## src/rtl/fetch_stage.sv

```systemverilog
// fetch_stage: instruction-fetch stage of the pipelined MIPS core.
// Owns the PC, drives the instruction-memory read request, and owns the
// IF/ID pipeline register that feeds the decoder. A one-entry skid buffer
// absorbs an instruction returned while decode is stalled. Branch/jump
// redirects squash younger work, and fetch stops after a HALT opcode.
//
// Ports:
//   CLK, RST             clock; synchronous active-high reset
//   iREN, iaddr          instruction read enable / address (iaddr == PC)
//   ihit, iload          memory response valid / instruction word
//   stall                decode cannot accept; IF/ID holds
//   redirect, target     taken branch/jump and its destination
//   ifid_valid/instr/pc/npc  IF/ID register contents
//   halted               HALT fetched, fetch stopped
//
// Flow state is implied by two flags rather than an explicit encoding:
//   FETCH  = !skid_valid && !halted
//   FULL   =  skid_valid
//   HALTED =  halted
module fetch_stage #(
    parameter logic [31:0] PC_INIT = 32'h0000_0000,
    parameter logic [5:0]  HALT_OP = 6'b111111
) (
    input  logic        CLK,
    input  logic        RST,
    output logic        iREN,
    output logic [31:0] iaddr,
    input  logic        ihit,
    input  logic [31:0] iload,
    input  logic        stall,
    input  logic        redirect,
    input  logic [31:0] target,
    output logic        ifid_valid,
    output logic [31:0] ifid_instr,
    output logic [31:0] ifid_pc,
    output logic [31:0] ifid_npc,
    output logic        halted
);

    logic [31:0] pc;
    logic        skid_valid;
    logic [31:0] skid_instr;
    logic [31:0] skid_pc;
    logic        accept;
    logic        is_halt;

    // No new request while the skid is occupied: that guarantees the skid
    // is never filled and drained in the same cycle.
    assign iREN    = !RST && !halted && !skid_valid;
    assign accept  = iREN && ihit && !redirect;
    assign is_halt = (iload[31:26] == HALT_OP);
    assign iaddr   = pc;

    always_ff @(posedge CLK) begin
        if (RST) begin
            pc         <= PC_INIT;
            ifid_valid <= 1'b0;
            ifid_instr <= '0;
            ifid_pc    <= '0;
            ifid_npc   <= '0;
            skid_valid <= 1'b0;
            skid_instr <= '0;
            skid_pc    <= '0;
            halted     <= 1'b0;
        end else if (redirect) begin
            // Squash wins over stall and over a HALT accepted this cycle.
            pc         <= {target[31:2], 2'b00};
            ifid_valid <= 1'b0;
            skid_valid <= 1'b0;
            halted     <= 1'b0;
        end else begin
            if (accept) begin
                pc <= pc + 32'd4;
                if (is_halt)
                    halted <= 1'b1;
            end

            if (!stall) begin
                if (skid_valid) begin
                    ifid_valid <= 1'b1;
                    ifid_instr <= skid_instr;
                    ifid_pc    <= skid_pc;
                    ifid_npc   <= skid_pc + 32'd4;
                    skid_valid <= 1'b0;
                end else if (accept) begin
                    ifid_valid <= 1'b1;
                    ifid_instr <= iload;
                    ifid_pc    <= pc;
                    ifid_npc   <= pc + 32'd4;
                end else begin
                    ifid_valid <= 1'b0;
                end
            end else if (accept) begin
                // Decode is stalled: park the returned word in the skid.
                skid_valid <= 1'b1;
                skid_instr <= iload;
                skid_pc    <= pc;
            end
        end
    end

endmodule

```

## config.mk

```make
export PLATFORM = sky130hd
export DESIGN_NAME = fetch_stage
export DESIGN_NICKNAME = d
export VERILOG_FILES = /design/src/rtl/fetch_stage.sv
export SDC_FILE = /design/constraint.sdc
export NUM_CORES = 1
export LEC_CHECK = 0
export ABC_AREA = 1
export ABC_CLOCK_PERIOD_IN_PS = 1740
export CAP_MARGIN = 0
export CORE_AREA = 2 2 205 106
export DETAILED_ROUTE_END_ITERATION = 6
export DIE_AREA = 0 0 207 108
export HOLD_SLACK_MARGIN = 0.08
export PLACE_DENSITY_LB_ADDON = 0.08
export SLEW_MARGIN = 40
export SYNTH_ARGS = -nofsm -noshare
export SYNTH_HDL_FRONTEND = slang
export SYNTH_SLANG_ARGS = --single-unit
```

## constraint.sdc

```tcl
create_clock -name CLK -period 1.74 [get_ports CLK]
set_input_delay 0.348 -clock CLK [delete_from_list [all_inputs] [get_ports CLK]]
set_output_delay 0.348 -clock CLK [all_outputs]
set_load 0.01 [all_outputs]
```

# After elaboration in Yosys (flattened, before gate mapping)
# Index checks and enable logic that the tools add are counted.
# totals
regBits	195
wordCells	40
# classes
n_addsub	2
eq_ne	1
muxes	10
bitwise_logic	2
reduce_logical	15
# op_table
op	n
2-to-1 mux 32 bit	8
adder 32 x 3 -> 32 bit, second input constant	2
equality test 6 bit, second input constant	1
AND reduction 3 bit	2
logical AND 1 bit	4
logical NOT 1 bit	4
nonzero test 2 bit	2
OR reduction 3 bit	1
2-to-1 mux 1 bit	2
NOT 1 bit	2
AND reduction 2 bit	1
OR reduction 2 bit	1

# Longest topological paths before layout
# Gate-level depths: netlist of run 1.
# logic_depth
ltp_word	7
depth_mapped	12
depth_no_buf	12

# Least setup slack after synthesis of run 1
# OpenSTA, ideal clock, no wires.
# synth_path
path_type	reg-to-reg
from	register pc[2], in the netlist iaddr[2]
to	register ifid_npc[12]
setup_time_ps	70
t_arrival_ps	1516
setup_slack_ps	154
stages_incl_launch_ff	11
path_buffers	0
synth_period_minus_slack_ps	1586
cell_sequence	dfxtp_1 -> ha_1 -> nand2_1 -> nor2_1 -> nand2_1 -> nor2_2 -> xor2_1 -> nand2_1 -> nand2_1 -> inv_1 -> a21oi_1
# synth_via
elab_chain_len	3
# synth_lines
item	line	rtl
start, declared	40	logic [31:0] pc;
start signal, assigned	67	pc <= {target[31:2], 2'b00};
start signal, assigned	73	pc <= pc + 32'd4;
adder 32 x 3 -> 32 bit	89	ifid_npc <= pc + 32'd4;
2-to-1 mux 32 bit	85	end else if (accept) begin
2-to-1 mux 32 bit	79	if (skid_valid) begin
end signal, assigned	83	ifid_npc <= skid_pc + 32'd4;
end signal, assigned	89	
end, declared	36	output logic [31:0] ifid_npc,
# Every way passes these cells. The select of a mux whose other input is x is not followed.
# A chain may end at the register's enable or synchronous reset.

# Final worst setup path of run 1
# layout_path
from	register ifid_instr[28]
to	output port ifid_instr[28]
# layout_lines
item	line	rtl
start, declared	34	output logic [31:0] ifid_instr,
start signal, assigned	81	ifid_instr <= skid_instr;
start signal, assigned	87	ifid_instr <= iload;
# No word-level cell between the ends.

==> results of run 1 <==
## cell families after synthesis
logic type,after synthesis,synth area share
other,1,0.000409
AO/OA/AOI/OAI,324,0.181
flip-flops,187,0.409
adder cells (fa/ha/maj),2,0.00273
AND/OR/NAND/NOR,679,0.294
buffers and inverters,192,0.0887
XOR/XNOR,26,0.0249
## per-stage QoR
| stage | worst slack, ns | utilization |
|---|---|---|
| after floorplan | 0.154 | - |
| after global placement | -0.313 | 0.597 |
| after detailed placement | -0.396 | 0.597 |
| after CTS | 0.00123 | 0.632 |
| after global routing | -0.0608 | 0.676 |
| final | 0.0239 | 0.676 |
## worst max-delay path by stage
stage	endpoint	slack (ns)	cells past startpoint
finish	ifid_instr[28]	0.02	1
global route	skid_instr[12]$_SDFFE_PP0P_	-0.06	10
CTS	ifid_npc[20]$_SDFFE_PP0P_	0.001	11
detailed placement	ifid_pc[20]$_SDFFE_PP0P_	-0.40	11
global placement	ifid_pc[17]$_SDFFE_PP0P_	-0.31	11
floorplan	ifid_npc[12]$_SDFFE_PP0P_	0.15	10
## cells in the mapped netlist (4+ instances only)
master	n
a21oi_1	91
a31oi_1	19
and2_1	4
buf_2	15
buf_4	15
clkbuf_1	51
dfxtp_1	187
inv_1	100
inv_2	4
nand2_1	345
nand3_1	74
nor2_1	240
nor2_2	6
o21ai_0	200
o21ai_1	10
xor2_1	25
## final cells by class
| type | instances | area share |
|---|---|---|
| multi-input cells | 1037 | 0.371 |
| repair buffers | 348 | 0.254 |
| inverters | 105 | 0.0297 |
| clock buffers | 18 | 0.0319 |
| flip-flops and latches | 187 | 0.276 |
| clock inverters | 14 | 0.0133 |
| well taps | 273 | 0.0248 |
## metal layers
layer	vias to the layer above	global-route usage	part of all wire
li1	5089	-	-
met1	4924	0.376	0.45
met2	378	0.471	0.45
met3	60	0.0656	0.067
met4	0	0.109	0.028
met5	-	0	0
## state kept, by name (all words and copies together), names as in the netlist
signal,count
ifid_valid,1
skid_valid,1
skid_pc,30
ifid_instr,32
iaddr,30
ifid_npc,30
halted,1
ifid_pc,30
skid_instr,32
## power by group through the flow
| stage | clock, mW | combinational [mW] | sequential, mW |
|---|---|---|---|
| 2_1_floorplan | 0 | 0.497 | 4.66 |
| 3_3_place_gp | 0 | 1.20 | 4.64 |
| 3_5_place_dp | 0 | 1.21 | 4.64 |
| 4_1_cts | 4.13 | 1.20 | 4.54 |
| 5_1_grt | 4.30 | 1.41 | 4.57 |
| 6_report | 4.11 | 1.30 | 4.55 |
## cells in the final DEF, fill, tap and decap left out, drive strengths merged, types with 2 or more instances in the layout
cell type and count:
a31oi 19, and2 4, dlymetal6s2s 27, nand4 2, nand2 347, a21oi 91, or2 2, inv 107
clkdlybuf4s50 130, clkinv 10, dfxtp 187, conb 6, xor2 25, nor2 246, dlygate4sd2 32, nor3 3
clkbuf 27, o21ai 210, nand3 74, o21a 3, buf 150, ha 2
## what timing repair did
item,4_1_cts,5_1_grt
pin swaps,3,41
resized for setup,81,190
setup endpoints to repair,55,124
gates cloned,0,9
setup buffers,2,13
==> metrics, run 1 <==
Setup violations, final 0; startpoint of the worst hold path RST; Setup Skew 0.0131 ns; CTS tree built; Finished Layout Cells 1982; Antenna Nets Post-Route 0; DR pass1 iterations 5; initial antenna violation count 0; share of cells above drive strength 1 0.190; CP Launch Type register; critical path class register to output pin; Skew-Pair Late Insertion Delay 0.46 ns; I/O pin total 200; slew margin rel. 0.567; Cell Rows 37; drt wl/cell 17.5 µm; leading area contributor after synthesis dfxtp_1; worst stage delay on the critical path 0.55 ns; Final Hold Fails 0; f_max 583 MHz; Final Max Tran Viols 0; layout net count 1767; Num Clock Sinks 187; Starting Density 0.450; Area growth, synth to finish 50.3%; final period utilization 0.986; Vias per Instance 5.27; gr ovfl total 0; hold endpoint ifid_npc[31]$_SDFFE_PP0P_; die height 108 µm; FILL cells 1787; Post-Route WL 34.7 mm; VDD IR max 0.629 mV; Async SR Flop Fraction 0; Placement Cell Area 12200 µm²; CP delay by family, top buffers and inverters; vias in the first global route 9638; R2R cell count 9; slowest CP cell clkdlybuf4s50_1; first-pass GRT wire length 50.7 mm; Port Buffers 191; cts bufs inserted 17; area of the multi-input gates 5110 µm²; DR vias 10.5k; Ys Warns 0; Arr. time, crit path 1.37 ns; Post-Syn Area per Cell 6.49 µm²; total track usage 0.288; Core Area 20400 µm²; Max Root-Sink Buffers 2; Clock transition at path regs 0.07 ns; CP Buf/Inv Count 1; Die Wd 207 µm; register area share after synthesis 0.409; Min Hold Slack 0.388 ns; initial DRC count 912; Register Area 3790 µm²; hold buffer count at cts 0; total power 9.96 mW; post-DP HPWL 24.0 mm; Reg power frac 0.457; CTS root buffer clkbuf_16; Comb power frac 0.131; gpl congestion 0.897; Placed Cells incl. Taps 1926; worst path cell trace clkdlybuf4s50_1; post-synth cell types 30; Crit. Startpoint ifid_instr[28]$_SDFFE_PP0P_; hold crit path type input pin to register; FF-to-FF setup slack 0.03 ns; switching share of power 0.283; DR DRC count 0; post-route minimum period 1.72 ns; die footprint 22400 µm²; worst-path fanout max 2; Critical Path RT 1.39 ns; reg2reg start skid_pc[2]$_SDFFE_PP0P_; outcome completed; PD cells 724 nW/µm²; Clk pwr share 0.412; RSZ-0062 raised after global routing true; max-cap viol count 0; Internal Dissipation 7.14 mW; htree depth 4; Psw 2.82 mW; Final Cell Area 13800 µm²; FF-to-FF End ifid_npc[31]$_SDFFE_PP0P_; Mapped Cells 1411; EDFF count, synth 0; Synth top area share 0.409; Area contributors post-synth dfxtp_1 41%, nand2_1 14%, o21ai_0 11%, nor2_1 9.8%, a21oi_1 5.0%; Least-Margin Pin Slew 0.642 ns; Critical Path Sink Type output pin; Post-Syn Area 9160 µm²; Static Leak 6.00 nW; diodes inserted 0; flops & latches, synth 187; hold depth 3; setup tns final 0 ns; Top FF cell, synth dfxtp_1; largest net degree at the start of global routing 104
Power figures use the tool's default switching activity.
==> inputs of run 2 (changes only) <==
ABC_CLOCK_PERIOD_IN_PS = not set   (was 1740)
==> results of run 2 <==
No change in the layout: final DEF, timing and power equal those of run 1.
==> inputs of run 3 (changes only) <==
SKIP_CTS_REPAIR_TIMING = 1   (was not set)
==> run 3 against run 2 <==
Total power barely moved; largest power group unchanged; critical path type unchanged; sequential share of layout area decreased by 0.090 points; register-to-register slack about the same; clock skew fell by 0.0010 ns; core utilization up 0.36 points; fmax down 0.15%; hold slack better by 0.0090 ns; critical path depth is the same; largest cell class unchanged; clock power barely moved.
==> metrics, run 3 (synthesized netlist as in run 1, its figures left out) <==
Setup violations, final 0 (unchanged); most common cell after layout, fill and taps aside nand2_1; max-cap viol count 0 (unchanged); Placed Cells incl. Taps 1926 (unchanged); hold crit path type input pin to register; Psw 2.81 mW (-0.37%); outcome completed; worst-path fanout max 2 (unchanged); Comb power frac 0.131 (about the same); layout net count 1765 (-0.11%); Post-Route WL 34.9 mm (+0.72%); initial DRC count 1050 (+15%); Skew-Pair Late Insertion Delay 0.45 ns (about the same); total track usage 0.286 (-0.00213); CTS root buffer clkbuf_16; worst path cell trace clkdlybuf4s50_1; Final Cell Area 13800 µm² (+0.53%); f_max 582 MHz (-0.15%); cts bufs inserted 17 (unchanged); htree depth 4 (unchanged); Starting Density 0.450 (unchanged); share of cells above drive strength 1 0.182 (-0.00798); Die Wd 207 µm (unchanged); PD cells 720 nW/µm² (-0.58%); CP Buf/Inv Count 1 (unchanged); Internal Dissipation 7.15 mW (about the same); DR pass1 iterations 6 (+1); slowest CP cell clkdlybuf4s50_1; worst stage delay on the critical path 0.56 ns (about the same); critical path class register to output pin; post-DP HPWL 24.0 mm (unchanged); Setup Skew 0.0120 ns (-0.00104 ns); Clk pwr share 0.412 (about the same); diodes inserted 0 (unchanged); CTS tree built; CP Launch Type register; Register Area 3800 µm² (+0.20%); vias in the first global route 9508 (-1.3%); first-pass GRT wire length 50.3 mm (-0.82%); die height 108 µm (unchanged); CP delay by family, top buffers and inverters; post-route minimum period 1.72 ns (+0.00259 ns); drt wl/cell 17.6 µm (+0.82%); Arr. time, crit path 1.37 ns (about the same); Core Area 20400 µm² (unchanged); Antenna Nets Post-Route 0 (unchanged); Cell Rows 37 (unchanged); initial antenna violation count 0 (unchanged); DR DRC count 0 (unchanged); Placement Cell Area 12200 µm² (unchanged); I/O pin total 200 (unchanged); switching share of power 0.282 (-0.000887); Vias per Instance 5.30 (+0.46%); Max Root-Sink Buffers 2 (unchanged); FILL cells 1778 (-0.50%); top flop regs ifid_instr (32), skid_instr (32); total power 9.96 mW (about the same); slew margin rel. 0.603 (+0.0359); Port Buffers 191 (unchanged); Least-Margin Pin Slew 0.589 ns (-0.0534 ns); area of the multi-input gates 5090 µm² (-0.44%); DR vias 10.5k (+0.35%); Critical Path RT 1.39 ns (about the same); largest net degree at the start of global routing 104 (unchanged); Num Clock Sinks 187 (unchanged); Final Hold Fails 0 (unchanged); Static Leak 6.28 nW (+4.6%); gr ovfl total 0 (unchanged); RSZ-0062 raised after global routing true; Clock transition at path regs 0.08 ns (about the same); Critical Path Sink Type output pin; Finished Layout Cells 1980 (-0.10%); VDD IR max 0.614 mV (-2.3%); most frequent cells in the layout 329 x nand2_1, 215 x nor2_1, 168 x o21ai_0; Reg power frac 0.457 (about the same); die footprint 22400 µm² (unchanged); Area growth, synth to finish 51.1%; final period utilization 0.988 (+0.00149); Final Max Tran Viols 0 (unchanged); gpl congestion 0.897 (unchanged)
[run 3: cell types whose count changed in the layout (fill, tap and decap cells not counted), sizes merged]
cell and change:
buf -2, dlymetal6s2s +29, clkdlybuf4s50 +4, dlygate4sd2 -32, clkbuf -1
[run 3: cell type report]
cell class / instances / share of cell area
multi-input cells: 1037 / 0.368
inverters: 105 / 0.0296
well taps: 273 / 0.0247
clock buffers: 18 / 0.0317
flip-flops and latches: 187 / 0.275
clock inverters: 14 / 0.0132
repair buffers: 346 / 0.259
[run 3: layer usage]
metal  GRT usage  vias to the layer above  share of wire
met5           0                        -              0
met4       0.110                        0          0.024
met3      0.0575                       55          0.069
met2       0.466                      401           0.46
met1       0.378                     4940           0.45
li1            -                     5092              -
[run 3: power by group through the flow]
stage | registers [mW] | clock network [mW] | logic (mW)
floorplan | 4.66 | 0 | 0.497
global placement | 4.64 | 0 | 1.20
detailed placement | 4.64 | 0 | 1.21
CTS | 4.54 | 4.13 | 1.22
global route | 4.56 | 4.31 | 1.41
finish | 4.55 | 4.10 | 1.31
[run 3: final timing paths]
| path | startpoint | end | slack [ns] | depth (start not counted) |
|---|---|---|---|---|
| worst min register to register | ifid_npc[31]$_SDFFE_PP0P_ | ifid_npc[31]$_SDFFE_PP0P_ | 0.47 | 2 |
| worst max-delay path | ifid_pc[16]$_SDFFE_PP0P_ | ifid_pc[16] | 0.02 | 1 |
| worst max register to register | skid_pc[3]$_SDFFE_PP0P_ | ifid_npc[12]$_SDFFE_PP0P_ | 0.02 | 10 |
| worst min-delay path | RST | iaddr[21]$_SDFFE_PP0P_ | 0.40 | 3 |
[run 3: metrics by stage]
step / setup TNS [ns] / hold slack (ns) / util / worst slack (ns)
after global routing: -0.975 / 0.392 / 0.679 / -0.0885
after CTS: -5.61 / 0.372 / 0.627 / -0.293
after floorplan: 0 / 0.455 / - / 0.154
after detailed placement: -46.86 / 0.458 / 0.597 / -0.396
final: 0 / 0.397 / 0.679 / 0.0214
after global placement: -38.04 / 0.456 / 0.597 / -0.313
